--- src/rtl/alu_result_queue.sv ---
// Result FIFO behind the 32-bit ALU: buffers result, flags and command per accepted op,
// and tracks sticky carry/overflow plus a saturating count of accepted operations.
module alu_result_queue #(
  parameter int WIDTH = 32,
  parameter int DEPTH = 4,
  parameter int CNT_W = 16
) (
  input  logic                     clk,
  input  logic                     reset,
  input  logic                     in_valid,
  output logic                     in_ready,
  input  logic [WIDTH-1:0]         in_result,
  input  logic                     in_carryout,
  input  logic                     in_zero,
  input  logic                     in_overflow,
  input  logic [2:0]               in_command,
  output logic                     out_valid,
  input  logic                     out_ready,
  output logic [WIDTH-1:0]         out_result,
  output logic                     out_carryout,
  output logic                     out_zero,
  output logic                     out_overflow,
  output logic [2:0]               out_command,
  output logic [$clog2(DEPTH):0]   count,
  output logic                     sticky_carry,
  output logic                     sticky_overflow,
  input  logic                     clear_sticky,
  output logic [CNT_W-1:0]         op_count
);

  localparam int AW = $clog2(DEPTH);
  localparam logic [AW:0] FULL_COUNT = (AW+1)'(DEPTH);

  typedef struct packed {
    logic [WIDTH-1:0] result;
    logic             carryout;
    logic             zero;
    logic             overflow;
    logic [2:0]       command;
  } entry_t;

  entry_t           r_mem [DEPTH];
  logic [AW-1:0]    r_wr_ptr;
  logic [AW-1:0]    r_rd_ptr;
  logic [AW:0]      r_count;
  logic             r_sticky_carry;
  logic             r_sticky_overflow;
  logic [CNT_W-1:0] r_op_count;

  logic   w_push;
  logic   w_pop;
  logic   w_arith;
  logic   w_carry_m;
  logic   w_ovf_m;
  entry_t w_entry;
  entry_t w_head;

  // Carry and overflow only mean something for ADD/SUB; everything else stores them as 0.
  assign w_arith   = (in_command == 3'd0) || (in_command == 3'd1);
  assign w_carry_m = in_carryout & w_arith;
  assign w_ovf_m   = in_overflow & w_arith;

  assign in_ready  = (r_count != FULL_COUNT);
  assign out_valid = (r_count != '0);
  assign w_push    = in_valid && in_ready;
  assign w_pop     = out_valid && out_ready;

  assign w_entry = '{result: in_result, carryout: w_carry_m, zero: in_zero,
                     overflow: w_ovf_m, command: in_command};

  always_ff @(posedge clk) begin
    if (w_push) begin
      r_mem[r_wr_ptr] <= w_entry;
    end
  end

  always_ff @(posedge clk or posedge reset) begin
    if (reset) begin
      r_wr_ptr          <= '0;
      r_rd_ptr          <= '0;
      r_count           <= '0;
      r_sticky_carry    <= 1'b0;
      r_sticky_overflow <= 1'b0;
      r_op_count        <= '0;
    end else begin
      if (w_push) begin
        r_wr_ptr <= r_wr_ptr + AW'(1);
      end
      if (w_pop) begin
        r_rd_ptr <= r_rd_ptr + AW'(1);
      end
      if (w_push && !w_pop) begin
        r_count <= r_count + (AW+1)'(1);
      end else if (w_pop && !w_push) begin
        r_count <= r_count - (AW+1)'(1);
      end
      // A flag being pushed in the same cycle as a clear survives the clear.
      r_sticky_carry    <= (r_sticky_carry & ~clear_sticky) | (w_push & w_carry_m);
      r_sticky_overflow <= (r_sticky_overflow & ~clear_sticky) | (w_push & w_ovf_m);
      if (w_push && (r_op_count != '1)) begin
        r_op_count <= r_op_count + CNT_W'(1);
      end
    end
  end

  // Mask the head so the outputs read as zero whenever the queue is empty.
  assign w_head = out_valid ? r_mem[r_rd_ptr] : '0;

  assign out_result      = w_head.result;
  assign out_carryout    = w_head.carryout;
  assign out_zero        = w_head.zero;
  assign out_overflow    = w_head.overflow;
  assign out_command     = w_head.command;
  assign count           = r_count;
  assign sticky_carry    = r_sticky_carry;
  assign sticky_overflow = r_sticky_overflow;
  assign op_count        = r_op_count;

endmodule

--- config.mk ---
export PLATFORM = sky130hd
export DESIGN_NAME = alu_result_queue
export DESIGN_NICKNAME = d
export VERILOG_FILES = /design/src/rtl/alu_result_queue.sv
export SDC_FILE = /design/constraint.sdc
export NUM_CORES = 1
export LEC_CHECK = 0
export ABC_AREA = 1
export CORE_MARGIN = 4
export CORE_UTILIZATION = 38
export CTS_BUF_LIST = sky130_fd_sc_hd__clkbuf_16
export DETAILED_ROUTE_END_ITERATION = 7
export GPL_TIMING_DRIVEN = 0
export SLEW_MARGIN = 5
export SYNTH_ARGS = -nofsm -noshare
export SYNTH_HDL_FRONTEND = slang
export SYNTH_SLANG_ARGS = --single-unit
--- constraint.sdc ---
create_clock -name clk -period 2.65 [get_ports clk]
set_input_delay 0.53 -clock clk [delete_from_list [all_inputs] [get_ports clk]]
set_output_delay 0.53 -clock clk [all_outputs]
set_load 0.05 [all_outputs]
# Yosys cells after proc, flatten, opt, wreduce, memory -nomap -nowiden
# Memories as Yosys holds them, arrays and structs flattened.
# Index checks and enable logic that the tools add are counted.
# word_totals
reg_bits,25
ramBits,152
input_bits,43
out_inout_bits,61
wordCells,40
memories,1
# memory_table
name,words,width,read_ports,rd_ports_with_merged_regs,wr,line_no,rtl
r_mem,4,38,1,0,1,42,entry_t r_mem [DEPTH];
# classes
n_addsub,5
eq_ne,3
mux,5
n_bitwise,9
n_reduce_logical,11
# op_table
op,count
$mux 38,1
$add 16x1->16 const B,1
$ne 16x16->1 const B,1
$and 1x1->1,6
$mux 3,2
$logic_and 1x1->1,5
$add 2x1->2 const B,2
$add 3x1->3 const B,1
$eq 3x1->1 const B,1
$logic_not 3->1,1
$ne 3x3->1 const B,1
$reduce_bool 3->1,1
$sub 3x1->3 const B,1
$logic_not 1->1,2
$mux 1,2
$or 1x1->1,2
$reduce_bool 2->1,1
$logic_or 1x1->1,1
$not 1->1,1

# Depth between registers and ports, before layout
# depth
word_depth,6
ltp_mapped,10

# Least setup slack after synthesis
# OpenSTA, ideal clock, no wires.
# synth_path
path_type,register -> register
start,register r_count[0] (netlist: count[0])
end,"memory r_mem[0][0] in the netlist's numbering, enable pin"
setup_ns,0.433
arrival_ns,2.888
slack_ns,-0.671
stages_incl_launch_ff,5
n_path_buf,0
synth_period_minus_slack_ns,3.321
cell_sequence,dfrtp_1 inv_1 nand3_2 nand2_2 nor2_1
# synth_via
elab_chain_len,4
# synth_rtl
item,line_no,rtl
start: declaration,45,logic [AW:0] r_count;
start signal: assignment,93,r_count <= r_count + (AW+1)'(1);
start signal: assignment,95,r_count <= r_count - (AW+1)'(1);
$ne 3x3->1,63,assign in_ready = (r_count != FULL_COUNT);
via in_ready,11,"output logic in_ready,"
$logic_and 1x1->1,65,assign w_push = in_valid && in_ready;
$mux 1,72,if (w_push) begin
$mux 1 (not written as such),73,r_mem[r_wr_ptr] <= w_entry;
end: declaration,42,
# The timed path passes the listed nets, and every way through them passes these cells.

# Final worst setup path
# layout_path
start,register r_rd_ptr[0]
end,output out_command[1]
# layout_via
elab_chain_len,2
# layout_rtl
item,line_no,rtl
start: declaration,44,logic [AW-1:0] r_rd_ptr;
start signal: assignment,90,r_rd_ptr <= r_rd_ptr + AW'(1);
$mem_v2 4x38,n/a,
$mux 38,107,assign w_head = out_valid ? r_mem[r_rd_ptr] : '0;
end: declaration,23,"output logic [2:0] out_command,"
# No other way between the ends.

==> results_dict.tcl <==
set metrics [dict create \
    outcome "complete, no violations" \
    drtIter0Drc 316 \
    grt_pass1_vias 5364 \
    place_inst 1024 \
    drt-wirelength-per-cell_um 17.5 \
    synth-compound-area-share_pct 8.78 \
    areaGrowthSynthToFinish_pct 27.2 \
    hold_violations 0 \
    synth_nets 707 \
    worstSkewPairLatency_ns 0.42 \
    crit_fanout 10 \
    drt_wl_total_um 18500 \
    crit_chain "buf_2 > buf_2 > nor2_1 > nor2_1 > o21ai_0 > a21oi_1 > clkdlybuf4s15_2" \
    antenna_found_initial 1 \
    rows 50 \
    critPathLaunchType "flop" \
    p_clk_share_pct 21.1 \
    final-setup-viol-count 0 \
    synth_mux_area_share_pct 0 \
    endpoint_kind "primary output" \
    r2r_slack_ns 0.45 \
    crit_family "buffers and inverters" \
    pre_cts_slack_ns -0.192 \
    cts.sinks 177 \
    synth_area_per_cell_sq_um 11.3 \
    grt_usage_pct 17.2 \
    p_sw_share_pct 44.4 \
    drcViolationCount 0 \
    clkTransAtPathRegs_ns 0.06 \
    numCtsBuffers 17 \
    setup_slack_ns 0.0881 \
    ant_nets 0 \
    initial_core_util_pct 39.1 \
    leakagePower_uw 0.00347 \
    hpwlAfterDp_um 11900 \
    r2r_start "count[0]$_DFFE_PP0P_" \
    period_share_pct 96.7 \
    synth-seq-cells 177 \
    coreArea_sq_mm 0.0190 \
    synth_top_family_by_area "simple AND/OR/NAND/NOR gates" \
    grt_max_degree 26 \
    r2r_cells 10 \
    fp.dieArea_sq_mm 0.0218 \
    hold_path.startpoint "sticky_overflow$_DFF_PP0_" \
    timing.fmax_mhz 390 \
    clockBufferDepth 2 \
    synth_area_sq_mm 0.00741 \
    viasPerCell 4.90 \
    vias 5176 \
    crit_arrival_ns 2.03 \
    clockRootBuffer "clkbuf_16" \
    crit_buf_inv 3 \
    skew_ns 0.00600 \
    chipHeight_um 148 \
    drive_gt1_share_pct 14.7 \
    first_pass_iters 4 \
    seq_power_share_pct 31.0 \
    maxCapViolCount 0 \
    worstSetupPathType "reg -> out" \
    hp-class "reg -> reg" \
    synth_fa_ha_area_share_pct 1.28 \
    power_switching_uw 5530 \
    intPower_uw 6920 \
    min_path_cells 2 \
    nFillCells 1698 \
    numPortBuffers 103 \
    cp_num_cells 7 \
    hold_path_end "sticky_overflow$_DFF_PP0_" \
    power_density_mw_per_mm2 1320 \
    cts_setup_buffers 0 \
    overflow 0 \
    cts_tree "built" \
    slew_headroom_pct 28.8 \
    r2r-end "count[2]$_DFFE_PP0P_" \
    worstPathRequired_ns 2.12 \
    worst_pin_slew_ns 1.07 \
    final_cells 1056 \
    peakVddDrop_mv 0.555 \
    power_uw 12400 \
    cpPeakStageDelay_ns 0.41 \
    post-route-min-period_ns 2.56 \
    synthDistinctLibCells 30 \
    slowest_stage "clkdlybuf4s15_2" \
    gp_congestion 0.814 \
    synth_cells 657 \
    grt_pass1_wl_um 29000 \
    ios 104 \
    yosysWarningCount 0 \
    drv_slew 0 \
    combPwrFrac_pct 47.9 \
    fin_nets 833 \
    synthSimpleGateAreaFrac_pct 14.8 \
    htreeDepth 4 \
    ys_seq_area_share_pct 70.0 \
    synth_xor_area_share_pct 1.18 \
    fp.dieW_um 148 \
]
[worst reg2reg max path: cells and delay by family, from the launching register on]
kind / cells / cell delay [ns]
adder cells (fa/ha/maj): 2 / 0.54
flip-flops: 1 / 0.47
buffers and inverters: 3 / 0.36
AND/OR/NAND/NOR: 2 / 0.30
AO/OA/AOI/OAI: 2 / 0.27
XOR/XNOR: 1 / 0.14
[worst max-delay path by stage]
| stage | startpoint | endpoint | slack, ns |
|---|---|---|---|
| 4_1_cts | r_rd_ptr[0]$_DFFE_PP0P_ | out_result[9] | 0.004 |
| 3_5_place_dp | r_rd_ptr[0]$_DFFE_PP0P_ | out_result[1] | -0.19 |
| 6_report | r_rd_ptr[0]$_DFFE_PP0P_ | out_command[1] | 0.09 |
| 2_1_floorplan | count[0]$_DFFE_PP0P_ | r_mem[0][0]$_DFFE_PP_ | -0.07 |
| 5_1_grt | r_rd_ptr[0]$_DFFE_PP0P_ | out_result[0] | -0.00003 |
| 3_3_place_gp | in_valid | r_mem[0][24]$_DFFE_PP_ | -0.84 |
[layout make-up]
type	instances	area (sq um)	area share [%]
timing repair buffer	107	996	10.6
antenna	1	2.50	0.0265
buffer	31	194	2.06
multi-input combinational	413	1960	20.8
inverter	36	135	1.43
clock buffer	17	425	4.51
tap	260	325	3.45
sequential	177	5190	55.0
clock inverter	14	196	2.08
[Yosys cell counts]
cell type	count	area share (%)
nor3b_1	2	0.20
nand2_2	2	0.17
clkinv_1	1	0.051
a21oi_1	41	2.8
o21ai_2	4	0.47
nand3_2	2	0.27
nand2_4	2	0.30
xnor2_1	5	0.59
nor2_1	175	8.9
nor2_2	2	0.17
o21ai_1	1	0.067
o21ai_0	81	5.5
inv_2	2	0.10
nor3_1	1	0.067
nand3_1	9	0.61
inv_1	33	1.7
nand2_1	65	3.3
dfrtp_1	25	8.4
nand4_1	8	0.68
fa_1	1	0.27
clkbuf_1	9	0.46
nor2_4	1	0.15
buf_2	14	0.95
xor2_1	5	0.59
clkbuf_2	3	0.20
buf_6	2	0.30
ha_1	6	1.0
buf_1	1	0.051
buf_4	2	0.20
edfxtp_1	152	62
[what timing repair did]
item | 4_1_cts | 5_1_grt
gates resized for setup | 189 | 40
gates cloned | 0 | 0
hold buffers | 0 | 0
endpoints found under the setup margin | 39 | 32
[power groups by stage]
stage	sequential [uW]	clock, uW	combinational, uW
after floorplan	4110	0	3820
after global placement	3920	0	6080
after detailed placement	3910	0	6280
after CTS	3870	2680	5970
after global routing	3910	2800	6410
final	3860	2630	5960
[cells in the final DEF (no fill, tap or decap), types with 3 or more instances in the layout]
master / Yosys / routed
bufinv_16: 0 / 5
xor2_1: 5 / 5
nand2_1: 65 / 65
clkbuf_2: 3 / 5
a21oi_1: 41 / 41
clkbuf_4: 0 / 11
edfxtp_1: 152 / 152
buf_12: 0 / 3
clkdlybuf4s15_2: 0 / 4
buf_4: 2 / 17
clkbuf_16: 0 / 17
o21ai_0: 81 / 81
nor2_1: 175 / 171
xnor2_1: 5 / 5
inv_1: 33 / 34
clkinv_1: 1 / 4
o21ai_2: 4 / 4
nor2_4: 1 / 5
nand3_1: 9 / 9
clkbuf_1: 9 / 3
clkdlybuf4s50_1: 0 / 64
dfrtp_1: 25 / 25
nand4_1: 8 / 8
buf_2: 14 / 27
ha_1: 6 / 6
clkinv_2: 0 / 3
[flip-flops by register name, indices dropped and copies added, names as in the netlist]
| register | flops |
|---|---|
| op_count | 16 |
| sticky_carry | 1 |
| r_wr_ptr | 2 |
| r_rd_ptr | 2 |
| r_mem | 152 |
| sticky_overflow | 1 |
| count | 3 |
[logic make-up after synthesis]
group | count (synthesis)
DFF | 177
buffers and inverters | 67
AOI/OAI and AO/OA | 127
xor gates and xnor gates | 10
and+or+nand+nor | 269
adders and majority gates | 7
[routing by layer]
| layer | vias to the layer above | routed length (um) | GRT usage, % |
|---|---|---|---|
| met5 | - | 13 | 0 |
| met4 | 2 | 175 | 4.52 |
| met3 | 17 | 1220 | 4.72 |
| met2 | 130 | 9480 | 30.1 |
| met1 | 2531 | 7570 | 21.0 |
| li1 | 2496 | - | - |
[metrics by stage]
stage / hold WS (ns) / utilization [%] / cell area (sq um) / TNS (ns)
final: 0.545 / 49.7 / 9430 / 0
after detailed placement: 0.543 / 46.9 / 8890 / -4.67
after global routing: 0.568 / 49.7 / 9430 / -0.0000342
after floorplan: 0.557 / - / 7420 / -10.25
after CTS: 0.561 / 49.6 / 9400 / 0
after global placement: 0.521 / 46.3 / 8780 / -127.82
No activity file was read; power rests on OpenSTA's default activity.
